**config.mk**
```make
export PLATFORM = sky130hd
export DESIGN_NAME = pipe_stage_buf_flat
export DESIGN_NICKNAME = d
export VERILOG_FILES = /design/src/rtl/pipe_stage_buf_if.sv /design/src/rtl/pipe_stage_buf.sv /design/src/flat_wrapper.sv
export SDC_FILE = /design/constraint.sdc
export NUM_CORES = 1
export LEC_CHECK = 0
export ABC_CLOCK_PERIOD_IN_PS = 2510
export CORE_UTILIZATION = 49
export CTS_BUF_LIST = sky130_fd_sc_hd__clkbuf_2 sky130_fd_sc_hd__clkbuf_4 sky130_fd_sc_hd__clkbuf_8
export DETAILED_ROUTE_END_ITERATION = 10
export PLACE_DENSITY = 0.83
export SLEW_MARGIN = 15
export SYNTH_ARGS = -nofsm -noshare
export SYNTH_HDL_FRONTEND = slang
export SYNTH_SLANG_ARGS = --single-unit
```
**constraint.sdc**
```tcl
create_clock -name CLK -period 2.51 [get_ports CLK]
set_clock_uncertainty 0.2 [all_clocks]
set_input_delay 0.251 -clock CLK [delete_from_list [all_inputs] [get_ports CLK]]
set_output_delay 0.251 -clock CLK [all_outputs]
set_load 0.01 [all_outputs]
```
**src/rtl/pipe_stage_buf_if.sv**
```systemverilog
// Valid/ready handshake bundle for pipe_stage_buf: upstream offer, downstream head and memory-response side channel.
interface pipe_stage_buf_if #(
    parameter int unsigned DATA_W = 128,
    parameter int unsigned CTRL_W = 4,
    parameter int unsigned LOAD_W = 32
);
    logic              in_valid;
    logic              in_ready;
    logic [DATA_W-1:0] in_data;
    logic [CTRL_W-1:0] in_memctrl;
    logic              out_valid;
    logic              out_ready;
    logic [DATA_W-1:0] out_data;
    logic [CTRL_W-1:0] out_memctrl;
    logic [LOAD_W-1:0] out_load;
    logic              mem_hit;
    logic [LOAD_W-1:0] mem_load;

    // Environment side: offers entries, accepts the head, returns memory responses.
    modport master (
        output in_valid, in_data, in_memctrl, out_ready, mem_hit, mem_load,
        input  in_ready, out_valid, out_data, out_memctrl, out_load
    );

    // Stage side.
    modport slave (
        input  in_valid, in_data, in_memctrl, out_ready, mem_hit, mem_load,
        output in_ready, out_valid, out_data, out_memctrl, out_load
    );
endinterface

```
**src/rtl/pipe_stage_buf.sv**
```systemverilog
// Inter-stage pipeline register with a 2-entry skid buffer and a head-entry memory-response capture.
// in_ready comes from registered skid state only, so downstream ready never reaches upstream combinationally.
module pipe_stage_buf #(
    parameter int unsigned       DATA_W      = 128,
    parameter int unsigned       CTRL_W      = 4,
    parameter logic [CTRL_W-1:0] MEMCLR_MASK = CTRL_W'(4'b0011),
    parameter int unsigned       LOAD_W      = 32
) (
    input  logic                 CLK,
    input  logic                 RST,
    input  logic                 flush,
    pipe_stage_buf_if.slave      bus,
    output logic [1:0]           occupancy,
    output logic                 hit_err
);

    typedef struct packed {
        logic              valid;
        logic [DATA_W-1:0] data;
        logic [CTRL_W-1:0] memctrl;
        logic [LOAD_W-1:0] load;
    } entry_t;

    entry_t head_q, head_n;
    entry_t skid_q, skid_n;
    entry_t new_entry;
    logic   hit_err_n;
    logic   accept;
    logic   depart;
    logic   hit_take;

    assign bus.in_ready    = !skid_q.valid && !RST;
    assign bus.out_valid   = head_q.valid;
    assign bus.out_data    = head_q.data;
    assign bus.out_memctrl = head_q.memctrl;
    assign bus.out_load    = head_q.load;

    assign accept    = bus.in_valid && bus.in_ready;
    assign depart    = head_q.valid && bus.out_ready;
    // A response is only meaningful for a head that stays put and still has request bits pending.
    assign hit_take  = bus.mem_hit && head_q.valid && !depart
                       && ((head_q.memctrl & MEMCLR_MASK) != '0);

    always_comb begin
        new_entry.valid   = 1'b1;
        new_entry.data    = bus.in_data;
        new_entry.memctrl = bus.in_memctrl;
        new_entry.load    = '0;
    end

    // Next-state for head, skid and the sticky dropped-hit flag.
    always_comb begin
        head_n    = head_q;
        skid_n    = skid_q;
        hit_err_n = hit_err;

        if (flush) begin
            head_n.valid = 1'b0;
            skid_n.valid = 1'b0;
        end else begin
            if (!head_q.valid || (depart && !skid_q.valid)) begin
                if (accept) begin
                    head_n = new_entry;
                end else begin
                    head_n.valid = 1'b0;
                end
            end else if (depart) begin
                head_n       = skid_q;
                skid_n.valid = 1'b0;
            end else begin
                if (accept) begin
                    skid_n = new_entry;
                end
                if (hit_take) begin
                    head_n.load    = bus.mem_load;
                    head_n.memctrl = head_q.memctrl & ~MEMCLR_MASK;
                end
            end

            if (bus.mem_hit && !hit_take) begin
                hit_err_n = 1'b1;
            end
        end
    end

    always_ff @(posedge CLK) begin
        if (RST) begin
            head_q    <= '0;
            skid_q    <= '0;
            occupancy <= 2'd0;
            hit_err   <= 1'b0;
        end else begin
            head_q    <= head_n;
            skid_q    <= skid_n;
            occupancy <= 2'({1'b0, head_n.valid} + {1'b0, skid_n.valid});
            hit_err   <= hit_err_n;
        end
    end

endmodule

```
**src/flat_wrapper.sv**
```systemverilog
// flat-port wrapper written by rule: the top's interface ports become plain ports
module pipe_stage_buf_flat 
#(
    parameter int unsigned       DATA_W      = 128,
    parameter int unsigned       CTRL_W      = 4,
    parameter logic [CTRL_W-1:0] MEMCLR_MASK = CTRL_W'(4'b0011),
    parameter int unsigned       LOAD_W      = 32
)
  (CLK, RST, flush, occupancy, hit_err, bus_in_valid, bus_in_data, bus_in_memctrl, bus_out_ready, bus_mem_hit, bus_mem_load, bus_in_ready, bus_out_valid, bus_out_data, bus_out_memctrl, bus_out_load);
  pipe_stage_buf_if #(.DATA_W(DATA_W), .CTRL_W(CTRL_W), .LOAD_W(LOAD_W)) bus_i ();
  input  logic CLK;
  input  logic RST;
  input  logic flush;
  output logic [1:0] occupancy;
  output logic hit_err;
  input wire logic [$bits(bus_i.in_valid)-1:0] bus_in_valid;
  input wire logic [$bits(bus_i.in_data)-1:0] bus_in_data;
  input wire logic [$bits(bus_i.in_memctrl)-1:0] bus_in_memctrl;
  input wire logic [$bits(bus_i.out_ready)-1:0] bus_out_ready;
  input wire logic [$bits(bus_i.mem_hit)-1:0] bus_mem_hit;
  input wire logic [$bits(bus_i.mem_load)-1:0] bus_mem_load;
  output wire logic [$bits(bus_i.in_ready)-1:0] bus_in_ready;
  output wire logic [$bits(bus_i.out_valid)-1:0] bus_out_valid;
  output wire logic [$bits(bus_i.out_data)-1:0] bus_out_data;
  output wire logic [$bits(bus_i.out_memctrl)-1:0] bus_out_memctrl;
  output wire logic [$bits(bus_i.out_load)-1:0] bus_out_load;
  assign bus_i.in_valid = bus_in_valid;
  assign bus_i.in_data = bus_in_data;
  assign bus_i.in_memctrl = bus_in_memctrl;
  assign bus_i.out_ready = bus_out_ready;
  assign bus_i.mem_hit = bus_mem_hit;
  assign bus_i.mem_load = bus_mem_load;
  assign bus_in_ready = bus_i.in_ready;
  assign bus_out_valid = bus_i.out_valid;
  assign bus_out_data = bus_i.out_data;
  assign bus_out_memctrl = bus_i.out_memctrl;
  assign bus_out_load = bus_i.out_load;
  pipe_stage_buf #(.DATA_W(DATA_W), .CTRL_W(CTRL_W), .MEMCLR_MASK(MEMCLR_MASK), .LOAD_W(LOAD_W)) u_core (.CLK(CLK), .RST(RST), .flush(flush), .bus(bus_i), .occupancy(occupancy), .hit_err(hit_err));
endmodule
```
==> impl.org <==
** Clocking
- # resized after CTS :: 0
- CTS saw 301 sinks.
- Root buffer cell :: clkbuf_8
- After clock tree synthesis, the clock-pin slew on the worst setup and hold paths is 60 ps.
- Number of H-tree levels :: 2
- The clock passes through at most 3 buffers.
- Buffers inserted to repair hold after CTS numbered 1.
- TritonCTS built the clock tree.
- In this run, CTS created clock tree buffers numbering 48.
- Once the clock tree was built, the setup fixing pass inserted 0 buffers.
- Skew-Pair Late Insertion Delay :: 540 ps

** Yosys
- Counting flops and latches in the post-synthesis netlist gives 301.
- Share of the synthesized area in compound gates (AO/OA/AOI/OAI) :: 19.9%
- Xor and xnor area share after synthesis :: 0%
- For this run, the number of Yosys warnings is 0.
- Top_reg_cell synth :: dfxtp_1
- Gate count of the mapped netlist :: 1358
- Cell area after synthesis :: 11200 um2
- In the synthesized netlist the async set-or-reset flop fraction comes to 0%.
- For this run, the register share of the synthesized area comes to 53.6%.
- Synth cell types :: 29
- Post-synth EDFFs :: 0
- By area, the combinational part of the netlist is dominated by simple AND/OR/NAND/NOR gates.
- Post-Syn Nets :: 1529
- Dominant cells by area after synthesis :: dfxtp_1 (54%), a221oi_1 (10%), nand2_1 (10%), a21oi_1 (7.5%), nor3_1 (5.8%)
- Synth Area in Simple Gates :: 21.3%
- The portion of synthesized area spent on multiplexers is 0%.
- Proportion of netlist area held by the largest area contributor :: 53.6%
- Area share of fa/ha/maj cells after synthesis :: 0.111%
- Cell taking the most area after synthesis :: dfxtp_1
- Synth Area per Inst :: 8.28 um2

** GRT
- The number of global-route vias before repair is 10.6k.
- Entering global routing, the biggest net connects 188 pins.
- After global routing the overflow that remains totals 0.
- Global routing used 27.2% of the available tracks across all layers.
- Global-route wire length before repair :: 53.0 mm
- The initial antenna violation count is 3.

** Setup path
- Worst-case reg-to-reg path depth :: 5
- Largest fanout on the critical path :: 46
- The startpoint identified for the worst register-to-register timing path is u_core.bus.out_valid.
- Type of element capturing the critical path :: output pin
- Startpoint type of the worst setup path :: primary input
- Data on the critical path is required at its endpoint by 2060 ps.
- Reg-to-reg endpoint :: u_core.bus.out_data[113]
- Endpoint of the most critical setup path :: bus_in_ready
- For the worst setup path, the data arrival time is 1820 ps.
- The worst register-to-register path has a setup slack of 280 ps.
- Crit path from :: RST
- The critical path in this run is classified as in -> out.

** Hold path
- The tightest min-delay check is of the in -> reg type.
- Worst hold path cell count :: 3

** Detailed routing
- DRC errors left :: 0
- Vias after detailed routing :: 11.3k
- Routed wirelength normalized by instance count :: 16.9 um
- Before antenna repair, the detailed router went through 5 iterations.
- Via count normalized by instance count :: 5.77
- Number of nets with antenna violations after detailed routing :: 0
- Number of design-rule violations left by the first detailed-router iteration :: 905
- After detailed routing, the total wire length is 33.1 mm.

** STA
- Hold timing on the final database bottoms out at a slack of 62.2 ps.
- Counting I/O delays and the setup requirement, the final critical path takes 2270 ps.
- Transition at the pin with the smallest max-transition slack :: 830 ps
- Final-report max-slew violation count :: 0
- Final period util :: 90.3%
- Setup violations remaining at the end of the flow were counted as 0.
- Final Worst Setup Slack :: 243 ps
- Max-slew headroom at the worst pin :: 44.7%
- RSZ-0062 raised after global routing :: false
- Max Clk Rate :: 0.441 GHz
- The final hold violation count is 0.
- In the final timing run, aggregate negative setup slack is 0 ps.

** Status
- The run finished with clean final reports.

** Floorplan
- Y dimension of the die :: 153 um
- Cell row count :: 55
- Initial core utilization :: 49.8%
- After floorplanning, the core was sized to cover 22600 um2.
- Ports placed on the boundary :: 339
- Chip width :: 153 um
- The floorplan step defined a die boundary enclosing 23500 um2.

** Cells and area
- Seq. cell area :: 6030 um2
- Summing all multi-input logic gate instances after layout gives 4690 um2.
- The net count of the finished layout is 1810.
- Non-filler cells in the finished layout :: 1960
- Number of fill cells in the layout :: 1732
- In the final layout, the share of cells above drive strength 1 is 6.82%.
- Relative to the synthesized area, the layout overhead comes to 41.1%.

** Placement
- Post-DP HPWL :: 19.9 mm
- Port buffering added 338 buffers.
- Cell count after placement :: 1873
- Pre-CTS setup slack :: 121 ps
- Routability-driven placement congestion ratio :: 0.797

** Pwr
- Summed over all cells, the static leakage comes to 5.44 nW.
- IR analysis of the VDD net gives a maximum drop of 0.468 mV.
- Power spread over the standard cell area amounts to 661 nW/um2.

** Flow run
- Max-cap violations in this run came to 0.
[per-layer routing]
layer / GRT usage (%) / vias up / part of all wire (%)
met5: 0 / - / 0
met4: 13.0 / 0 / 4.0
met3: 7.31 / 101 / 9.1
met2: 44.9 / 536 / 48
met1: 32.9 / 5340 / 38
li1: - / 5324 / -
[layout by cell type, fill, tap and decap left out, types with 2 or more instances in the layout]
cell type        count
diode_2              3
buf_4               10
nand2b_1             3
a221oi_1           130
clkinv_2             2
nor3_1             131
a21oi_1            169
clkbuf_8            61
bufinv_16            2
clkdlybuf4s50_1    337
dfxtp_1            301
nand2_1            297
nor2_1             134
clkbuf_4            16
clkinvlp_4           2
o21ai_0             34
nor2b_1              6
buf_12              13
a211oi_1             3
inv_1                2
[through the flow]
stage               utilization, %  power (mW)  instance area [um2]
floorplan                        -        5.46                11200
global placement              65.6        6.10                14800
detailed placement            65.6        6.11                14800
CTS                           70.2        10.6                15900
global route                  70.3        10.9                15900
finish                        70.3        10.5                15900
[synth_stat cells, drive strengths merged (2+ instances only)]
cell    count
a221oi    130
a21oi     169
inv         2
nor2      134
a211oi      3
nand2b      3
nor2b       6
nor3      132
clkbuf     85
o21ai      34
and3        2
a32oi       2
buf        46
dfxtp     301
nand2     298
[where the power goes]
| group | total [mW] | internal (mW) | switching [mW] | leakage [nW] |
|---|---|---|---|---|
| Combinational | 1.04 | 0.562 | 0.476 | 2.45 |
| Sequential | 4.98 | 4.91 | 0.0741 | 2.44 |
| Clock | 4.47 | 2.61 | 1.86 | 0.549 |
| Total | 10.5 | 8.08 | 2.41 | 5.44 |
[registers in the layout, summed over array words and instances (netlist names)]
signal,flops
u_core.bus.out_data,128
u_core.bus.out_memctrl,4
u_core.hit_err,1
u_core.bus.out_valid,1
u_core.occupancy,2
u_core.bus.out_load,32
u_core.skid_q,133
[layout make-up]
| class | instances | share of cell area [%] |
|---|---|---|
| inverter | 2 | 0.0473 |
| clock buffer | 77 | 6.05 |
| antenna | 3 | 0.0473 |
| tap | 285 | 2.25 |
| timing repair buffer | 362 | 23.5 |
| clock inverter | 6 | 0.536 |
| multi-input combinational | 924 | 29.5 |
| sequential | 301 | 38.0 |
[logic make-up after synthesis]
| family | Yosys count |
|---|---|
| simple gates | 580 |
| fa+ha+maj | 1 |
| flops | 301 |
| buf+inv | 133 |
| compound gates | 343 |
[worst min path at each step]
stage | endpoint | startpoint | slack (ps)
global placement | u_core.skid_q[95] | u_core.skid_q[95] | 240
detailed placement | u_core.skid_q[85] | u_core.skid_q[85] | 250
CTS | u_core.bus.out_load[27] | bus_mem_load[27] | 30
finish | u_core.bus.out_load[27] | bus_mem_load[27] | 60
floorplan | u_core.skid_q[100] | bus_in_data[64] | 190
global route | u_core.bus.out_load[28] | bus_mem_load[28] | 50
[worst max-delay path, stage by stage]
cell and delay (ps):
dlygate4sd3_1 570, buf_8 200, nor2_1 160, clkdlybuf4s50_1 620
(Power assumes the default switching activity.)
